--- config.mk ---
export PLATFORM = sky130hd
export DESIGN_NAME = osd_ctm_sampler
export DESIGN_NICKNAME = d
export VERILOG_FILES = /design/src/rtl/osd_ctm_sampler.sv
export SDC_FILE = /design/constraint.sdc
export NUM_CORES = 1
export LEC_CHECK = 0
export CAP_MARGIN = 10
export CORE_ASPECT_RATIO = 1.5
export CORE_UTILIZATION = 54
export CTS_CLUSTER_SIZE = 14
export DETAILED_ROUTE_END_ITERATION = 7
export GPL_TIMING_DRIVEN = 0
export PLACE_DENSITY = 0.76
export SYNTH_ARGS = -nofsm -noshare
export SYNTH_HDL_FRONTEND = slang
export SYNTH_SLANG_ARGS = --single-unit
export TNS_END_PERCENT = 100
--- constraint.sdc ---
create_clock -name clk -period 13.05 [get_ports clk]
set_input_delay 3.2625 -clock clk [delete_from_list [all_inputs] [get_ports clk]]
set_output_delay 3.2625 -clock clk [all_outputs]
set_load 0.02 [all_outputs]
--- src/rtl/osd_ctm_sampler.sv ---
// Core-trace event sampler: timestamps privilege changes, traps and (optionally, with
// OSD_CTM_SAMPLER_JUMP_EN) taken jumps into a FWFT FIFO; back-pressure drops become overflow records.
module osd_ctm_sampler #(
  parameter int TS_WIDTH   = 32,
  parameter int ADDR_WIDTH = 64,
  parameter int FIFO_DEPTH = 8,
  parameter int OVF_WIDTH  = 16
) (
  input  logic                               clk,
  input  logic                               rst_n,
  input  logic                               enable,
  input  logic [2:0]                         event_mask,
  input  logic                               trace_valid,
  input  logic [1:0]                         trace_prv,
  input  logic                               trace_trap,
  input  logic                               trace_xcpt,
  input  logic                               trace_jal,
  input  logic                               trace_jalr,
  input  logic                               trace_br_taken,
  input  logic [ADDR_WIDTH-1:0]              trace_npc,
  output logic [4+ADDR_WIDTH+TS_WIDTH-1:0]   out_data,
  output logic                               out_valid,
  input  logic                               out_ready,
  output logic [OVF_WIDTH-1:0]               drop_count
);

  localparam int REC_W = 4 + ADDR_WIDTH + TS_WIDTH;
  localparam int PTR_W = (FIFO_DEPTH > 1) ? $clog2(FIFO_DEPTH) : 1;
  localparam int CNT_W = PTR_W + 1;

`ifdef OSD_CTM_SAMPLER_JUMP_EN
  localparam bit JUMP_EN = 1'b1;
`else
  localparam bit JUMP_EN = 1'b0;
`endif

  typedef enum logic [1:0] {
    KIND_PRV  = 2'd0,
    KIND_TRAP = 2'd1,
    KIND_JUMP = 2'd2,
    KIND_OVF  = 2'd3
  } kind_t;

  logic [TS_WIDTH-1:0]  ts_reg;
  logic [1:0]           prv_reg;
  logic [OVF_WIDTH-1:0] drop_reg, drop_next;
  logic [PTR_W-1:0]     wr_ptr_reg, rd_ptr_reg;
  logic [CNT_W-1:0]     count_reg;
  logic [REC_W-1:0]     mem [FIFO_DEPTH];

  logic       trap_hit, prv_hit, jump_hit, cand;
  kind_t      cand_kind;
  logic       full, push, pop;
  logic [REC_W-1:0] push_data;

  assign trap_hit = trace_valid & enable & event_mask[1] & (trace_trap | trace_xcpt);
  assign prv_hit  = trace_valid & enable & event_mask[0] & (trace_prv != prv_reg);
  // Jump inputs stay referenced in both builds; JUMP_EN alone decides whether kind 2 exists.
  assign jump_hit = JUMP_EN & trace_valid & enable & event_mask[2]
                  & (trace_jal | trace_jalr | trace_br_taken);
  assign cand     = trap_hit | prv_hit | jump_hit;

  assign full      = (count_reg == CNT_W'(FIFO_DEPTH));
  assign out_valid = (count_reg != '0);
  assign pop       = out_valid & out_ready;

  always_comb begin
    cand_kind = KIND_JUMP;
    if (trap_hit)      cand_kind = KIND_TRAP;
    else if (prv_hit)  cand_kind = KIND_PRV;
  end

  // Pending drops are reported before any new event; fullness uses registered occupancy only.
  always_comb begin
    push      = 1'b0;
    push_data = '0;
    drop_next = drop_reg;
    if ((drop_reg != '0) && !full) begin
      push      = 1'b1;
      push_data = {KIND_OVF, prv_reg, ADDR_WIDTH'(drop_reg), ts_reg};
      drop_next = cand ? OVF_WIDTH'(1) : '0;
    end else if (cand && !full) begin
      push      = 1'b1;
      push_data = {cand_kind, trace_prv, trace_npc, ts_reg};
    end else if (cand) begin
      drop_next = (drop_reg == '1) ? drop_reg : drop_reg + OVF_WIDTH'(1);
    end
  end

  always_ff @(posedge clk or negedge rst_n) begin
    if (!rst_n) begin
      ts_reg     <= '0;
      prv_reg    <= 2'b11;
      drop_reg   <= '0;
      wr_ptr_reg <= '0;
      rd_ptr_reg <= '0;
      count_reg  <= '0;
    end else begin
      ts_reg   <= ts_reg + TS_WIDTH'(1);
      drop_reg <= drop_next;
      if (trace_valid) prv_reg <= trace_prv;
      if (push) wr_ptr_reg <= wr_ptr_reg + PTR_W'(1);
      if (pop)  rd_ptr_reg <= rd_ptr_reg + PTR_W'(1);
      case ({push, pop})
        2'b10:   count_reg <= count_reg + CNT_W'(1);
        2'b01:   count_reg <= count_reg - CNT_W'(1);
        default: count_reg <= count_reg;
      endcase
    end
  end

  always_ff @(posedge clk) begin
    if (push) mem[wr_ptr_reg] <= push_data;
  end

  // Storage is not reset, so the head is masked while empty.
  assign out_data   = out_valid ? mem[rd_ptr_reg] : '0;
  assign drop_count = drop_reg;

endmodule

==> flow_summary.toml, run 1 <==
[routing]
via_count = 17700
first_pass_iters = 8
totalWireLength_um = 78200
detail_route.wirelength.met1_um = 29000
met2RoutedLength_um = 41600
drtAntennaViolNets = 0
drcViolationCount = 36
drtIter0Drc = 1694
maxUsedRoutingLayer = "met5"
drt-vias-per-instance = 6.05
routed_wire_length_per_instance_um = 26.7
detailroute.wirelength.met3_um = 5060

[timing]
slew_viol_final = 0
timing.final.crit_share_pct = 55.4
hold_viol = 0
grt_setup_unrepaired = "false"
worst_case_headroom_to_the_max_slew_limit_pct = 27.4
fmax_achieved_mhz = 138
skew_ns = 0.0167
finalSetupViolCount = 0
post-route-min-period_ns = 7.23
tightestPinTransition_ns = 1.09
setup_ws_ns = 5.82

[run]
max-cap-violations = 0

[floorplanning]
floorplan.core_area_um2 = 62400
std_cell_rows = 112
dieHeight_um = 310
die-width_um = 207
io_pins = 196
initial_core_utilization_pct = 54.6
die_area_um2 = 64100

[setup_path]
cp_max_fo = 10
criticalPathCategory = "reg -> out"
r2r_start = "drop_count[0]$_DFFE_PN0P_"
critical_path_arrival_ns = 3.97
endpoint_kind = "output pin"
timing.reg2reg.worst_path_depth = 13
critPathLaunchType = "flop"
r2r_end = "mem[2][87]$_DFFE_PP_"
r2r_setup_slack_ns = 9.08
required_ns = 9.79

[synth]
yosysWarningCount = 0
ys_ff_latch = 860
synth_top_cells_by_count = "sky130_fd_sc_hd__edfxtp_1, sky130_fd_sc_hd__mux4_2, sky130_fd_sc_hd__nor2_1"
yosys-top-cells-area = "sky130_fd_sc_hd__edfxtp_1, sky130_fd_sc_hd__mux4_2, sky130_fd_sc_hd__dfrtp_1"
ys_async_sr_fraction_pct = 6.98
postSynthAreaPerCell_um2 = 20.1
synthFlopType = "sky130_fd_sc_hd__edfxtp_1"
synthDistinctLibCells = 53
synth_edf_count = 800
synth_sequential_area_ratio_pct = 74.9
synthDominantAreaCellType = "sky130_fd_sc_hd__edfxtp_1"
synth_top_cell_area_share_pct = 70.5
syn_nets = 1780
post-synth-top-count-cell = "sky130_fd_sc_hd__edfxtp_1"
synthCells = 1693
syn_area_um2 = 34100

[power_and_ir_drop]
totalPowerFinal_uw = 9060
cellPowerDensity_nw_per_um2 = 224
leakage_uw = 0.0138
max-vdd-ir-drop_v = 0.000155

[global_routing]
first_global_vias = 18700
number_of_antenna_violations_at_the_first_check_in_global_routing = 2
tot_gr_track_use_pct = 24.9
global_route_wire_length_before_repair_um = 116000
maximum_number_of_pins_on_one_net_before_global_route_repair = 61
grt_remaining_overflow = 0

[clock_network]
post_cts.resized_instances = 0
ctsRootBufferMaster = "sky130_fd_sc_hd__clkbuf_16"
clock_tree_from_tritoncts = "built"
cts_inserted_buffers = 75
cts_post_setup_buffers_inserted = 0
clockBufferDepth = 3
cts_sinks = 860
h-tree-depth = 3
cts.reportedPaths.clkPinSlew_ns = 0.07
cts_hold_buffers = 0
insertion_delay_ns = 0.60

[layout]
largest_register_ffs = 800
final_util_pct = 64.8
areaGrowthSynthToFinish_pct = 18.6
finish.instance_area_um2 = 40400
nets = 2162
fillCellCount = 4082
drive_above_1_share_pct = 22.0

[placed_design]
placement.cell_area_um2 = 38200
io_buffer_count = 191
gp_congestion = 0.839
detailed_place_hpwl_um = 53100
dp_worst_setup_slack_ns = 5.73

[run_status]
run_status = "finished, violations left"
violations = "design-rule violations"

[hold_path]
hold_class = "reg -> reg"
holdPathStages = 1
timing.hold.worst_endpoint = "ts_reg[0]$_DFF_PN0_"
hold_start = "ts_reg[0]$_DFF_PN0_"
## cells by family (layout without fill, tap and decap cells)
group,after synthesis,after routing,synth area share [%]
xor+xnor,42,42,1.08
compound gates,62,62,1.28
fa+ha+maj,8,8,0.294
buf+inv,96,527,1.19
simple gates,316,316,4.79
flops,860,860,74.9
other cells,0,2,0
mux,309,309,16.4
## through the flow
step	hold slack (ns)	cells	setup TNS, ns
floorplan	0.434	1693	-554.96
global placement	0.455	2682	-7167.59
detailed placement	0.461	2796	0
CTS	0.471	2922	0
global route	0.486	2922	0
finish	0.467	2924	0
## where the power goes
group	internal (uW)	switching, uW
clock	1130	933
combinational	1550	1920
sequential	3440	92.5
## worst max-delay path, cell delays in order, from the launching register on
cell	delay [ns]
sky130_fd_sc_hd__dfrtp_1	0.36
sky130_fd_sc_hd__clkbuf_1	0.15
sky130_fd_sc_hd__clkbuf_1	0.82
sky130_fd_sc_hd__buf_2	0.53
sky130_fd_sc_hd__mux4_2	0.56
sky130_fd_sc_hd__mux2i_1	0.27
sky130_fd_sc_hd__nor2_1	0.10
sky130_fd_sc_hd__clkdlybuf4s50_1	0.57
## layout make-up
cell class | instances | area (um^2) | area share, %
antenna | 2 | 5.00 | 0.0124
buffer | 89 | 380 | 0.941
clock buffer | 104 | 2030 | 5.01
clock inverter | 22 | 188 | 0.464
inverter | 7 | 26.3 | 0.0650
multi-input combinational | 737 | 8190 | 20.3
sequential | 860 | 25500 | 63.2
tap | 798 | 998 | 2.47
timing repair buffer | 305 | 3080 | 7.62
## worst max-delay path by stage
stage / slack [ns] / from / cells past startpoint / endpoint
floorplan: -2.13 / trace_prv[1] / 5 / mem[4][0]$_DFFE_PP_
detailed placement: 5.73 / trace_valid / 12 / mem[2][81]$_DFFE_PP_
CTS: 5.74 / rd_ptr_reg[0]$_DFFE_PN0P_ / 7 / out_data[14]
finish: 5.82 / rd_ptr_reg[0]$_DFFE_PN0P_ / 7 / out_data[14]
global placement: -14.34 / trace_valid / 6 / mem[4][70]$_DFFE_PP_
global route: 5.66 / rd_ptr_reg[0]$_DFFE_PN0P_ / 7 / out_data[7]
## routing by layer
layer	global-route usage, %	vias up
met1	30.5	9247
met4	9.13	4
met3	3.95	141
li1	-	7596
met2	44.9	713
met5	0	-
## layout by cell type (no fill, tap or decap), drive strengths merged, types with 3 or more instances in the layout
cell and n:
xnor2 21, nor3b 3, xor2 21, buf 161, nand3 17, nand2b 4, and4 3, or3 7
a21o 3, a21oi 10, and2 51, clkinv 16, edfxtp 800, nor2 117, clkbuf 147, nor4b 5
mux2i 104, mux2 5, nor3 8, ha 8, nor2b 31, and3 10, nand4 12, a22o 19
a31oi 5, nand2 33, o21ai 12, clkdlybuf4s50 190, nor4 9, dfrtp 58, mux4 200, inv 11
Note: power is estimated with default switching activity, not from simulation.
==> run 2, diff against run 1 <==
Clock period 13.05 ns to 6.2 ns, I/O delays scaled along.
==> run 2 against run 1 <==
  * The run still ends with design-rule violations left
  * Core utilization up 0.44 points
  * Clock skew is 0.0050 ns higher
  * Non-clock buffer count is 42 lower
  * Hold slack improved by 0.0046 ns
  * Combinational power increased by 110%
  * Critical path depth is the same
  * First-iteration DRC count increased by 6.4%
  * Critical path type unchanged
  * Clock-buffer cell count is 5 higher
  * Wire length grew 0.49%
  * Clock power up 120%
  * Sequential share of layout area shrank 0.43 points
  * Total power increased by 110%
==> flow_summary.toml, run 2 (synthesis gave the netlist of run 1 again) <==
[timing]
worst_case_headroom_to_the_max_slew_limit_pct = 22.1
grt_setup_unrepaired = "false"
timing.final.crit_share_pct = 89.7
finalSetupViolCount = 0
tightestPinTransition_ns = 1.17
skew_ns = 0.0217
slew_viol_final = 0
post-route-min-period_ns = 5.56
hold_viol = 0
fmax_achieved_mhz = 180

[floorplanning]
die-width_um = 207
dieHeight_um = 310
std_cell_rows = 112
io_pins = 196
initial_core_utilization_pct = 54.6
floorplan.core_area_um2 = 62400
die_area_um2 = 64100

[clock_network]
h-tree-depth = 3
post_cts.resized_instances = 0
cts.reportedPaths.clkPinSlew_ns = 0.06
ctsRootBufferMaster = "sky130_fd_sc_hd__clkbuf_16"
cts_sinks = 860
cts_hold_buffers = 0
cts_post_setup_buffers_inserted = 0
cts_inserted_buffers = 77
clock_tree_from_tritoncts = "built"
insertion_delay_ns = 0.61
clockBufferDepth = 3

[layout]
finish.instance_area_um2 = 40700
nets = 2122
fillCellCount = 4057
layoutNonFillerInstCount = 2890
most-common-layout-cells = "sky130_fd_sc_hd__edfxtp_1, sky130_fd_sc_hd__mux4_2, sky130_fd_sc_hd__clkdlybuf4s50_1"
drive_above_1_share_pct = 20.9
areaGrowthSynthToFinish_pct = 19.4
largest_register_ffs = 800
final_common_cell = "sky130_fd_sc_hd__edfxtp_1"
final_util_pct = 65.3

[routing]
via_count = 17700
totalWireLength_um = 78600
first_pass_iters = 8
drtIter0Drc = 1803
drtAntennaViolNets = 0
drt-vias-per-instance = 6.12
routed_wire_length_per_instance_um = 27.2
drcViolationCount = 24

[global_routing]
first_global_vias = 18600
maximum_number_of_pins_on_one_net_before_global_route_repair = 41
number_of_antenna_violations_at_the_first_check_in_global_routing = 3
tot_gr_track_use_pct = 25.0
global_route_wire_length_before_repair_um = 117000
grt_remaining_overflow = 0

[setup_path]
critPathLaunchType = "flop"
critical_path_arrival_ns = 4.01
criticalPathCategory = "reg -> out"
crit_path_top_delay_cell = "sky130_fd_sc_hd__clkbuf_1"
endpoint_kind = "output pin"
cpMostUsedCell = "sky130_fd_sc_hd__clkbuf_1"
cp_num_buf_inv = 4
slowest_delay_ns = 0.82
cp_max_fo = 10
critPathTopFamily = "buffers and inverters"
crit_chain = "clkbuf_1 -> clkbuf_1 -> buf_2 -> mux4_2 -> mux2i_1 -> nor2_1 -> clkdlybuf4s50_1"
required_ns = 4.65

[placed_design]
placement.cell_area_um2 = 38300
numPlacedInstances = 2754
io_buffer_count = 191
gp_congestion = 0.838
detailed_place_hpwl_um = 51900

[run]
max-cap-violations = 0

[run_status]
run_status = "finished, violations left"
violations = "design-rule violations"

[power_and_ir_drop]
cellPowerDensity_nw_per_um2 = 474
leakage_uw = 0.0138
max-vdd-ir-drop_v = 0.000334

[hold_path]
hold_class = "reg -> reg"
==> run 2: power breakdown <==
group          switching [uW]  total [uW]  internal [uW]
clock network            2010        4480           2480
logic                    4050        7370           3320
registers                 211        7440           7230
total                    6260       19300          13000
==> run 2: metrics by stage <==
step	worst slack (ns)	total power (uW)	setup TNS [ns]	hold slack (ns)
final	0.641	19300	0	0.472
after global routing	0.569	20100	0	0.479
after CTS	0.622	19500	0	0.469
after detailed placement	0.759	15000	0	0.461
after global placement	-9.10	14700	-4394.60	0.454
after floorplan	-2.25	11900	-730.39	0.434
==> run 2: cell type report <==
type                            count  area (um^2)  share of cell area, %
Sequential cell                   860        25500                   62.7
Buffer                             89          382                  0.938
Inverter                            7         26.3                 0.0646
Clock buffer                      109         2160                   5.31
Tap cell                          798          998                   2.45
Timing Repair Buffer              263         3180                   7.81
Clock inverter                     25          176                  0.434
Multi-Input combinational cell    737         8240                   20.2
Antenna cell                        2         5.00                 0.0123
==> run 2: path summary, 6_finish.rpt <==
check,startpoint,endpoint,slack (ns),depth (start not counted)
setup / recovery,rd_ptr_reg[0]$_DFFE_PN0P_,out_data[89],0.64,7
hold / removal,ts_reg[31]$_DFF_PN0_,ts_reg[31]$_DFF_PN0_,0.47,1
setup reg to reg,drop_count[1]$_DFFE_PN0P_,mem[2][87]$_DFFE_PP_,2.35,10
hold reg to reg,ts_reg[31]$_DFF_PN0_,ts_reg[31]$_DFF_PN0_,0.47,1
max in group asynchronous,rst_n,prv_reg[1]$_DFFE_PN1P_,4.55,2
min in group asynchronous,rst_n,ts_reg[26]$_DFF_PN0_,0.94,1
==> run 2: metal layers <==
metal	vias up	GRT usage, %	share of wire, %
li1	7522	-	-
met1	9178	31.5	37
met2	798	43.3	52
met3	188	4.31	6.9
met4	4	10.7	3.9
met5	-	0	0.028
==> run 2: worst register-to-register path, cell delays in order, from the launching register on <==
cell,delay (ns)
sky130_fd_sc_hd__dfrtp_1,0.57
sky130_fd_sc_hd__inv_1,0.09
sky130_fd_sc_hd__ha_1,0.18
sky130_fd_sc_hd__nor4b_1,0.14
sky130_fd_sc_hd__and4_1,0.22
sky130_fd_sc_hd__a31o_2,0.33
sky130_fd_sc_hd__buf_2,0.31
sky130_fd_sc_hd__nor4b_4,0.99
sky130_fd_sc_hd__buf_6,0.31
sky130_fd_sc_hd__buf_6,0.22
sky130_fd_sc_hd__buf_6,0.19
